`src/rtl/mem_write_arbiter_fifo.sv`:
```
// Merges NUM_CH write-request streams, each through its own FIFO,
// into one registered valid/ready request port.
module mem_write_arbiter_fifo #(
  parameter int NUM_CH   = 2,
  parameter int DEPTH    = 8,
  parameter int ADDR_W   = 27,
  parameter int DATA_W   = 128,
  parameter int MASK_W   = 16,
  parameter int ARB_MODE = 0,
  localparam int CH_W    = (NUM_CH > 1) ? $clog2(NUM_CH) : 1
) (
  input  logic                     clk,
  input  logic                     reset,
  input  logic [NUM_CH-1:0]        in_valid,
  output logic [NUM_CH-1:0]        in_ready,
  input  logic [NUM_CH*ADDR_W-1:0] in_addr,
  input  logic [NUM_CH*DATA_W-1:0] in_data,
  input  logic [NUM_CH*MASK_W-1:0] in_mask,
  output logic                     out_valid,
  input  logic                     out_ready,
  output logic [ADDR_W-1:0]        out_addr,
  output logic [DATA_W-1:0]        out_data,
  output logic [MASK_W-1:0]        out_mask,
  output logic [CH_W-1:0]          out_ch,
  output logic                     busy
);

  localparam int PTR_W = $clog2(DEPTH);
  localparam int CNT_W = PTR_W + 1;
  localparam int ENT_W = ADDR_W + DATA_W + MASK_W;

  logic [ENT_W-1:0] mem_q [NUM_CH][DEPTH];
  logic [PTR_W-1:0] wr_ptr_q [NUM_CH];
  logic [PTR_W-1:0] wr_ptr_d [NUM_CH];
  logic [PTR_W-1:0] rd_ptr_q [NUM_CH];
  logic [PTR_W-1:0] rd_ptr_d [NUM_CH];
  logic [CNT_W-1:0] cnt_q [NUM_CH];
  logic [CNT_W-1:0] cnt_d [NUM_CH];

  logic [NUM_CH-1:0] push;
  logic [NUM_CH-1:0] pop;
  logic [NUM_CH-1:0] ne;

  logic [CH_W-1:0] rr_q, rr_d;
  logic [CH_W-1:0] gnt, cand;
  logic            gnt_vld, load;

  logic             out_valid_q, out_valid_d;
  logic [ENT_W-1:0] out_ent_q, out_ent_d;
  logic [CH_W-1:0]  out_ch_q, out_ch_d;
  logic             busy_q, busy_d;

  always_comb begin
    for (int i = 0; i < NUM_CH; i++) begin
      ne[i]       = (cnt_q[i] != '0);
      in_ready[i] = !reset && (cnt_q[i] != CNT_W'(DEPTH));
      push[i]     = in_valid[i] && in_ready[i];
    end
  end

  // RR scans from the channel after the last grant; fixed scans from ch0
  always_comb begin
    gnt     = '0;
    gnt_vld = 1'b0;
    cand    = '0;
    for (int k = 0; k < NUM_CH; k++) begin
      if (ARB_MODE == 1) cand = CH_W'(k);
      else cand = CH_W'((int'(rr_q) + 1 + k) % NUM_CH);
      if (!gnt_vld && ne[cand]) begin
        gnt_vld = 1'b1;
        gnt     = cand;
      end
    end
    load = gnt_vld && (!out_valid_q || out_ready);
    pop  = '0;
    if (load) pop[gnt] = 1'b1;
  end

  always_comb begin
    out_valid_d = out_valid_q;
    out_ent_d   = out_ent_q;
    out_ch_d    = out_ch_q;
    rr_d        = rr_q;
    busy_d      = 1'b0;
    for (int i = 0; i < NUM_CH; i++) begin
      wr_ptr_d[i] = wr_ptr_q[i] + PTR_W'(push[i]);
      rd_ptr_d[i] = rd_ptr_q[i] + PTR_W'(pop[i]);
      cnt_d[i]    = cnt_q[i] + CNT_W'(push[i]) - CNT_W'(pop[i]);
      busy_d      = busy_d || (cnt_d[i] != '0);
    end
    if (load) begin
      out_valid_d = 1'b1;
      out_ent_d   = mem_q[gnt][rd_ptr_q[gnt]];
      out_ch_d    = gnt;
      rr_d        = gnt;
    end else if (out_ready) begin
      out_valid_d = 1'b0;
    end
    busy_d = busy_d || out_valid_d;
  end

  always_ff @(posedge clk) begin
    for (int i = 0; i < NUM_CH; i++) begin
      if (push[i]) begin
        mem_q[i][wr_ptr_q[i]] <= {in_addr[i*ADDR_W +: ADDR_W],
                                  in_data[i*DATA_W +: DATA_W],
                                  in_mask[i*MASK_W +: MASK_W]};
      end
    end
  end

  always_ff @(posedge clk) begin
    if (reset) begin
      for (int i = 0; i < NUM_CH; i++) begin
        wr_ptr_q[i] <= '0;
        rd_ptr_q[i] <= '0;
        cnt_q[i]    <= '0;
      end
      rr_q        <= CH_W'(NUM_CH - 1);
      out_valid_q <= 1'b0;
      out_ent_q   <= '0;
      out_ch_q    <= '0;
      busy_q      <= 1'b0;
    end else begin
      for (int i = 0; i < NUM_CH; i++) begin
        wr_ptr_q[i] <= wr_ptr_d[i];
        rd_ptr_q[i] <= rd_ptr_d[i];
        cnt_q[i]    <= cnt_d[i];
      end
      rr_q        <= rr_d;
      out_valid_q <= out_valid_d;
      out_ent_q   <= out_ent_d;
      out_ch_q    <= out_ch_d;
      busy_q      <= busy_d;
    end
  end

  assign out_valid = out_valid_q;
  assign out_addr  = out_ent_q[ENT_W-1 -: ADDR_W];
  assign out_data  = out_ent_q[MASK_W +: DATA_W];
  assign out_mask  = out_ent_q[MASK_W-1:0];
  assign out_ch    = out_ch_q;
  assign busy      = busy_q;

endmodule

```
`config.mk`:
```
export PLATFORM = sky130hd
export DESIGN_NAME = mem_write_arbiter_fifo
export DESIGN_NICKNAME = d
export VERILOG_FILES = /design/src/rtl/mem_write_arbiter_fifo.sv
export SDC_FILE = /design/constraint.sdc
export NUM_CORES = 2
export LEC_CHECK = 0
export ABC_CLOCK_PERIOD_IN_PS = 17100
export BUFFER_PORTS_ARGS = -buffer_cell sky130_fd_sc_hd__clkbuf_2
export CORE_MARGIN = 2
export CORE_UTILIZATION = 53
export DETAILED_ROUTE_END_ITERATION = 7
export HOLD_SLACK_MARGIN = 0.1
export PLACE_DENSITY_LB_ADDON = 0.15
export SLEW_MARGIN = 20
export SYNTH_ARGS = -nofsm -noshare
export SYNTH_HDL_FRONTEND = slang
export SYNTH_SLANG_ARGS = --single-unit
```
`constraint.sdc`:
```
create_clock -name clk -period 17.1 [get_ports clk]
set_input_delay 3.42 -clock clk [delete_from_list [all_inputs] [get_ports clk]]
set_output_delay 3.42 -clock clk [all_outputs]
set_load 0.05 [all_outputs]
```
# Word-level counts from Yosys, hierarchy flattened
# Memory sizes are Yosys's and may differ from the RTL's.
# Cells that the tools add are included.
[word_totals]
reg_bits = 175
ram_bits = 2756
inputBits = 347
out_inout_bits = 176
word_cells = 91
memories = 4
[op_classes]
add_sub_neg = 10
n_lt_le_gt_ge = 9
n_eq_ne = 2
muxes = 33
bitwise_logic = 9
reduce_logical = 19
[memory_table]
columns = ["name", "words", "word_bits", "rd", "rd_ports_with_merged_regs", "wr", "line_no", "text"]
rows = [
  ["mem_q", 2, 1368, 1, 0, 2, "32", "logic [ENT_W-1:0] mem_q [NUM_CH][DEPTH];"],
  ["cnt_q", 2, 4, 2, 0, 2, "37", "logic [CNT_W-1:0] cnt_q [NUM_CH];"],
  ["rd_ptr_q", 2, 3, 3, 0, 2, "35", "logic [PTR_W-1:0] rd_ptr_q [NUM_CH];"],
  ["wr_ptr_q", 2, 3, 2, 0, 2, "33", "logic [PTR_W-1:0] wr_ptr_q [NUM_CH];"],
]
[op_table]
columns = ["op", "n"]
rows = [
  ["1368-bit 2-to-1 mux", 2],
  ["171-bit demux with 3-bit select", 2],
  ["171-bit 2-to-1 mux", 4],
  ["171-bit binary-select mux with 3-bit select", 1],
  ["1-bit 2-to-1 mux", 16],
  ["4-bit nonzero test", 4],
  ["3-bit by 1-bit adder with 3-bit output", 4],
  ["4-bit greater-or-equal comparator (second input constant)", 3],
  ["3-bit 2-to-1 mux", 4],
  ["3-bit inverter with 4-bit output", 3],
  ["1-bit logical AND", 9],
  ["4-bit by 1-bit adder with 4-bit output", 2],
  ["4-bit by 1-bit less-than comparator with 1-bit output (second input constant)", 2],
  ["4-bit 2-to-1 mux", 2],
  ["4-bit != test (second input constant)", 2],
  ["4-bit by 1-bit subtractor with 4-bit output", 2],
  ["1-bit by 2-bit less-than comparator with 1-bit output (second input constant)", 3],
  ["1-bit bitwise OR", 6],
  ["1-bit zero test", 3],
  ["1-bit logical OR", 3],
  ["1-bit adder (second input constant)", 2],
  ["2-bit 2-to-1 mux", 1],
  ["1-bit demux with 1-bit select", 1],
  ["1-bit greater-or-equal comparator (second input constant)", 1],
]

# Longest topological paths before layout
[logic_depth]
word_depth = 16
depth_mapped = 13
depth_no_buf = 13

# Worst setup path after synthesis
# Ideal clock, no wire load.
[synth_path]
kind = "input to register"
startpoint = "input port reset"
endpoint = "memory mem_q[0][1197] (netlist bit), enable pin"
setup_time_ps = 912
arrival_time_ps = 15716
t_required_ps = 16188
path_slack_ps = 472
cell_stages = 4
path_buffers = 1
cell_sequence = "clkbuf_1 a211oi_1 nand2b_1 nor3_1"
[synth_rtl]
columns = ["item", "line_no", "text"]
rows = [
  ["from (decl)", "13", "input logic reset,"],
  ["to (decl)", "32", ""],
]

# Worst setup path after layout
[layout_path]
startpoint = "input port reset"
endpoint = "output port in_ready[0]"
[layout_between]
elab_chain_len = 2
[layout_lines]
columns = ["item", "line_no", "text"]
rows = [
  ["1-bit zero test", "56", "in_ready[i] = !reset && (cnt_q[i] != CNT_W'(DEPTH));"],
  ["1-bit logical AND", "56", ""],
  ["to (decl)", "15", "output logic [NUM_CH-1:0] in_ready,"],
]
# No other way between the ends.

==> results.toml <==
[worst_setup_path]
slowest_delay_ns = 0.41
worst_setup_path_end_kind = "output port"
crit_family = "buffers and inverters"
cpMaxStageDelayCell = "sky130_fd_sc_hd__clkbuf_2"
critical_path.startpoint_type = "input port"
cpMostUsedCell = "sky130_fd_sc_hd__clkbuf_2"
list_of_cells_traversed_by_the_critical_path = "clkbuf_2, a21oi_1, clkbuf_2"
worst-path-max-fanout = 31
critical_path_arrival_ns = 4.41
worstPathBufferInverterCount = 2
cp.required_ns = 13.68
setup.worst_path.class = "in -> out"

[pwr]
sequentialPowerShare_pct = 45.5
total_leakage_power_nw = 39.8
p_comb_share_pct = 19.1
p_sw_mw = 5.01
vdd.ir_drop.worst_v = 0.000128
powerDensity_nw_per_um2 = 147
internal_power_mw = 13.4
power_switching_share_pct = 27.3
clk_pwr_share_pct = 35.4

[detailed_routing]
drt_pre_antenna_iters = 5
drc = 0
detail-route-antenna-nets = 0
wl_per_instance_microns = 30.4
wire_length_reported_by_the_detailed_router_mm = 263
drt_iter0_markers = 4844
vias_per_cell = 6.11
vias = 52846

[timing]
post-route-min-period_ns = 7.83
achievable-frequency_mhz = 128
timing.max_slew.rel_slack_pct = 22.6
final.setup_skew_ns = 0.0450
setup_viol = 0
final-max-slew-violation-count = 0
grt_setup_unrepaired = "false"
finalHoldViolCount = 0
max_slew.worst_pin.slew_ns = 1.16
fin_tns_setup_ns = 0
final_min_period_over_clock_period_pct = 45.8

[placement]
numPortBuffers = 522
detailed_place.area_sq_um = 115000
dp_cells = 8077
post-dp-hpwl_mm = 147
place.gp.congestion = 0.776

[floorplanning]
dieWidth_microns = 458
floorplan.die_area_sq_um = 210000
floorplan.initialDensity_pct = 53.4
die_height_microns = 458
num_rows = 166
core_sq_um = 205000
top_level_port_count = 523

[logic_synthesis]
synthCells = 5054
synth.ff_latch_count = 2931
synth-warning-count = 0
mappedNetlistArea_sq_um = 109000
synthArstFlopShare_pct = 0
synth-edff-count = 2736
dominantRegCellSynth = "sky130_fd_sc_hd__edfxtp_1"
post_synth.cell_area_avg_sq_um = 21.6
ys_types = 38
synth_sequential_area_ratio_pct = 78.7
syn_nets = 5419

[min_path]
hold_path_class = "reg -> reg"

[clock_network]
clkTransAtPathRegs_ns = 0.06
cts_buffers = 312
tritoncts_num_sinks = 2931
htree_num_levels = 5
hold_buffers = 0
root_buffer = "sky130_fd_sc_hd__clkbuf_16"
post_cts_resized = 0
tritoncts = "yes"
cts_max_path_buffers = 4
worstSkewPairLatency_ns = 0.94
postCtsSetupBuffers = 0

[flow_run]
drv_cap = 0

[cells_and_area]
layout_commonest_cell = "sky130_fd_sc_hd__edfxtp_1"
design_area_final_sq_um = 125000
synthToLayoutAreaGrowth_pct = 14.3
finish.cell_count_without_fillers = 8648
final_layout_size_suffix_gt1_share_pct = 27.1
final_cell_mix = "sky130_fd_sc_hd__edfxtp_1, sky130_fd_sc_hd__clkbuf_2, sky130_fd_sc_hd__mux4_2, sky130_fd_sc_hd__mux2i_1, sky130_fd_sc_hd__clkbuf_16"
postLayoutCoreUtil_pct = 61.1
finalNetCount = 6069

[global_routing]
first_global_vias = 53829
grtUsageTotal_pct = 25.1
grt_remaining_overflow = 0
pin_count_of_the_biggest_net_entering_global_routing = 128
grt_antenna_before_repair = 91
wire_length_of_the_first_global_routing_pass_mm = 380

[outcome]
outcome = "complete, no violations"
## registers in the layout, summed over array words and instances, names as in the netlist
signal     count
rd_ptr_q       6
mem_q       2736
out_valid      1
out_ent_q    171
rr_q           1
out_ch         1
wr_ptr_q       6
cnt_q          8
busy           1
## per-layer routing
| layer | global-route usage [%] | vias up | wire (microns) |
|---|---|---|---|
| li1 | - | 22491 | - |
| met1 | 33.5 | 28029 | 105000 |
| met2 | 42.4 | 1775 | 134000 |
| met3 | 4.47 | 513 | 15600 |
| met4 | 7.62 | 38 | 7590 |
| met5 | 0 | - | 235 |
## synthesized netlist by cell type (5+ instances only)
| library cell | count | area share (%) |
|---|---|---|
| sky130_fd_sc_hd__edfxtp_1 | 2736 | 75 |
| sky130_fd_sc_hd__mux4_2 | 514 | 11 |
| sky130_fd_sc_hd__mux2i_1 | 510 | 4.7 |
| sky130_fd_sc_hd__nor2_1 | 199 | 0.68 |
| sky130_fd_sc_hd__dfxtp_1 | 195 | 3.6 |
| sky130_fd_sc_hd__nand2_1 | 180 | 0.62 |
| sky130_fd_sc_hd__a221o_1 | 171 | 1.6 |
| sky130_fd_sc_hd__o221ai_1 | 170 | 1.4 |
| sky130_fd_sc_hd__clkbuf_1 | 109 | 0.37 |
| sky130_fd_sc_hd__buf_2 | 97 | 0.44 |
| sky130_fd_sc_hd__buf_1 | 68 | 0.23 |
| sky130_fd_sc_hd__ha_1 | 16 | 0.18 |
| sky130_fd_sc_hd__inv_1 | 13 | 0.045 |
| sky130_fd_sc_hd__buf_6 | 10 | 0.10 |
| sky130_fd_sc_hd__nand2b_1 | 10 | 0.057 |
| sky130_fd_sc_hd__nor2b_1 | 9 | 0.051 |
| sky130_fd_sc_hd__xnor2_1 | 8 | 0.064 |
| sky130_fd_sc_hd__a21oi_1 | 6 | 0.027 |
| sky130_fd_sc_hd__nor3_1 | 5 | 0.023 |
## worst register-to-register path: stages, from the launching register on
cell and delay (ns):
sky130_fd_sc_hd__dfxtp_4 0.69, sky130_fd_sc_hd__buf_4 0.55, sky130_fd_sc_hd__buf_12 0.64, sky130_fd_sc_hd__buf_4 0.71
sky130_fd_sc_hd__buf_4 0.87, sky130_fd_sc_hd__mux4_2 0.63, sky130_fd_sc_hd__nand2_1 0.09, sky130_fd_sc_hd__o221ai_1 0.27
sky130_fd_sc_hd__a221o_1 0.39
## final cells by class
cell class | instances | area, sq um
inverter | 13 | 48.8
sequential | 2931 | 86100
antenna | 21 | 52.6
multi-input combinational | 1824 | 22100
timing repair buffer | 622 | 3510
clock buffer | 437 | 8860
tap | 2688 | 3360
fill | 14439 | 79800
clock inverter | 112 | 985
## logic make-up (layout without fill, tap and decap cells)
group,after synthesis,after routing,synth area share [%]
flops,2931,2931,78.7
mux,1025,1025,15.3
simple gates,412,412,1.50
compound gates,358,358,3.04
buf+inv,299,1184,1.21
fa+ha+maj,18,18,0.220
xor+xnor,11,11,0.0881
other cells,0,21,0
## path summary, 6_finish.rpt
kind | startpoint | end | slack [ns] | cells past startpoint
worst min-delay path | out_ent_q[25] | out_ent_q[25] | 0.49 | 1
worst max register to register | rd_ptr_q[0][0] | out_ent_q[3] | 12.16 | 8
worst max-delay path | reset | in_ready[0] | 9.27 | 3
worst min register to register | out_ent_q[25] | out_ent_q[25] | 0.49 | 1
## power by group through the flow
stage	clock network, mW	logic (mW)	registers (mW)
final	6.50	3.50	8.36
after detailed placement	0	3.53	8.52
after floorplan	0	2.12	8.89
after global placement	0	3.50	8.52
after CTS	6.61	3.54	8.38
after global routing	6.89	3.73	8.38
## stage by stage
step / hold WS, ns / total power [mW] / worst slack [ns]
after floorplan: 0.527 / 11.0 / 0.472
after global placement: 0.469 / 12.0 / 8.82
after detailed placement: 0.474 / 12.1 / 8.65
after CTS: 0.487 / 18.5 / 9.28
after global routing: 0.497 / 19.0 / 9.19
final: 0.489 / 18.4 / 9.27
Note: power is estimated with default switching activity, not from simulation.
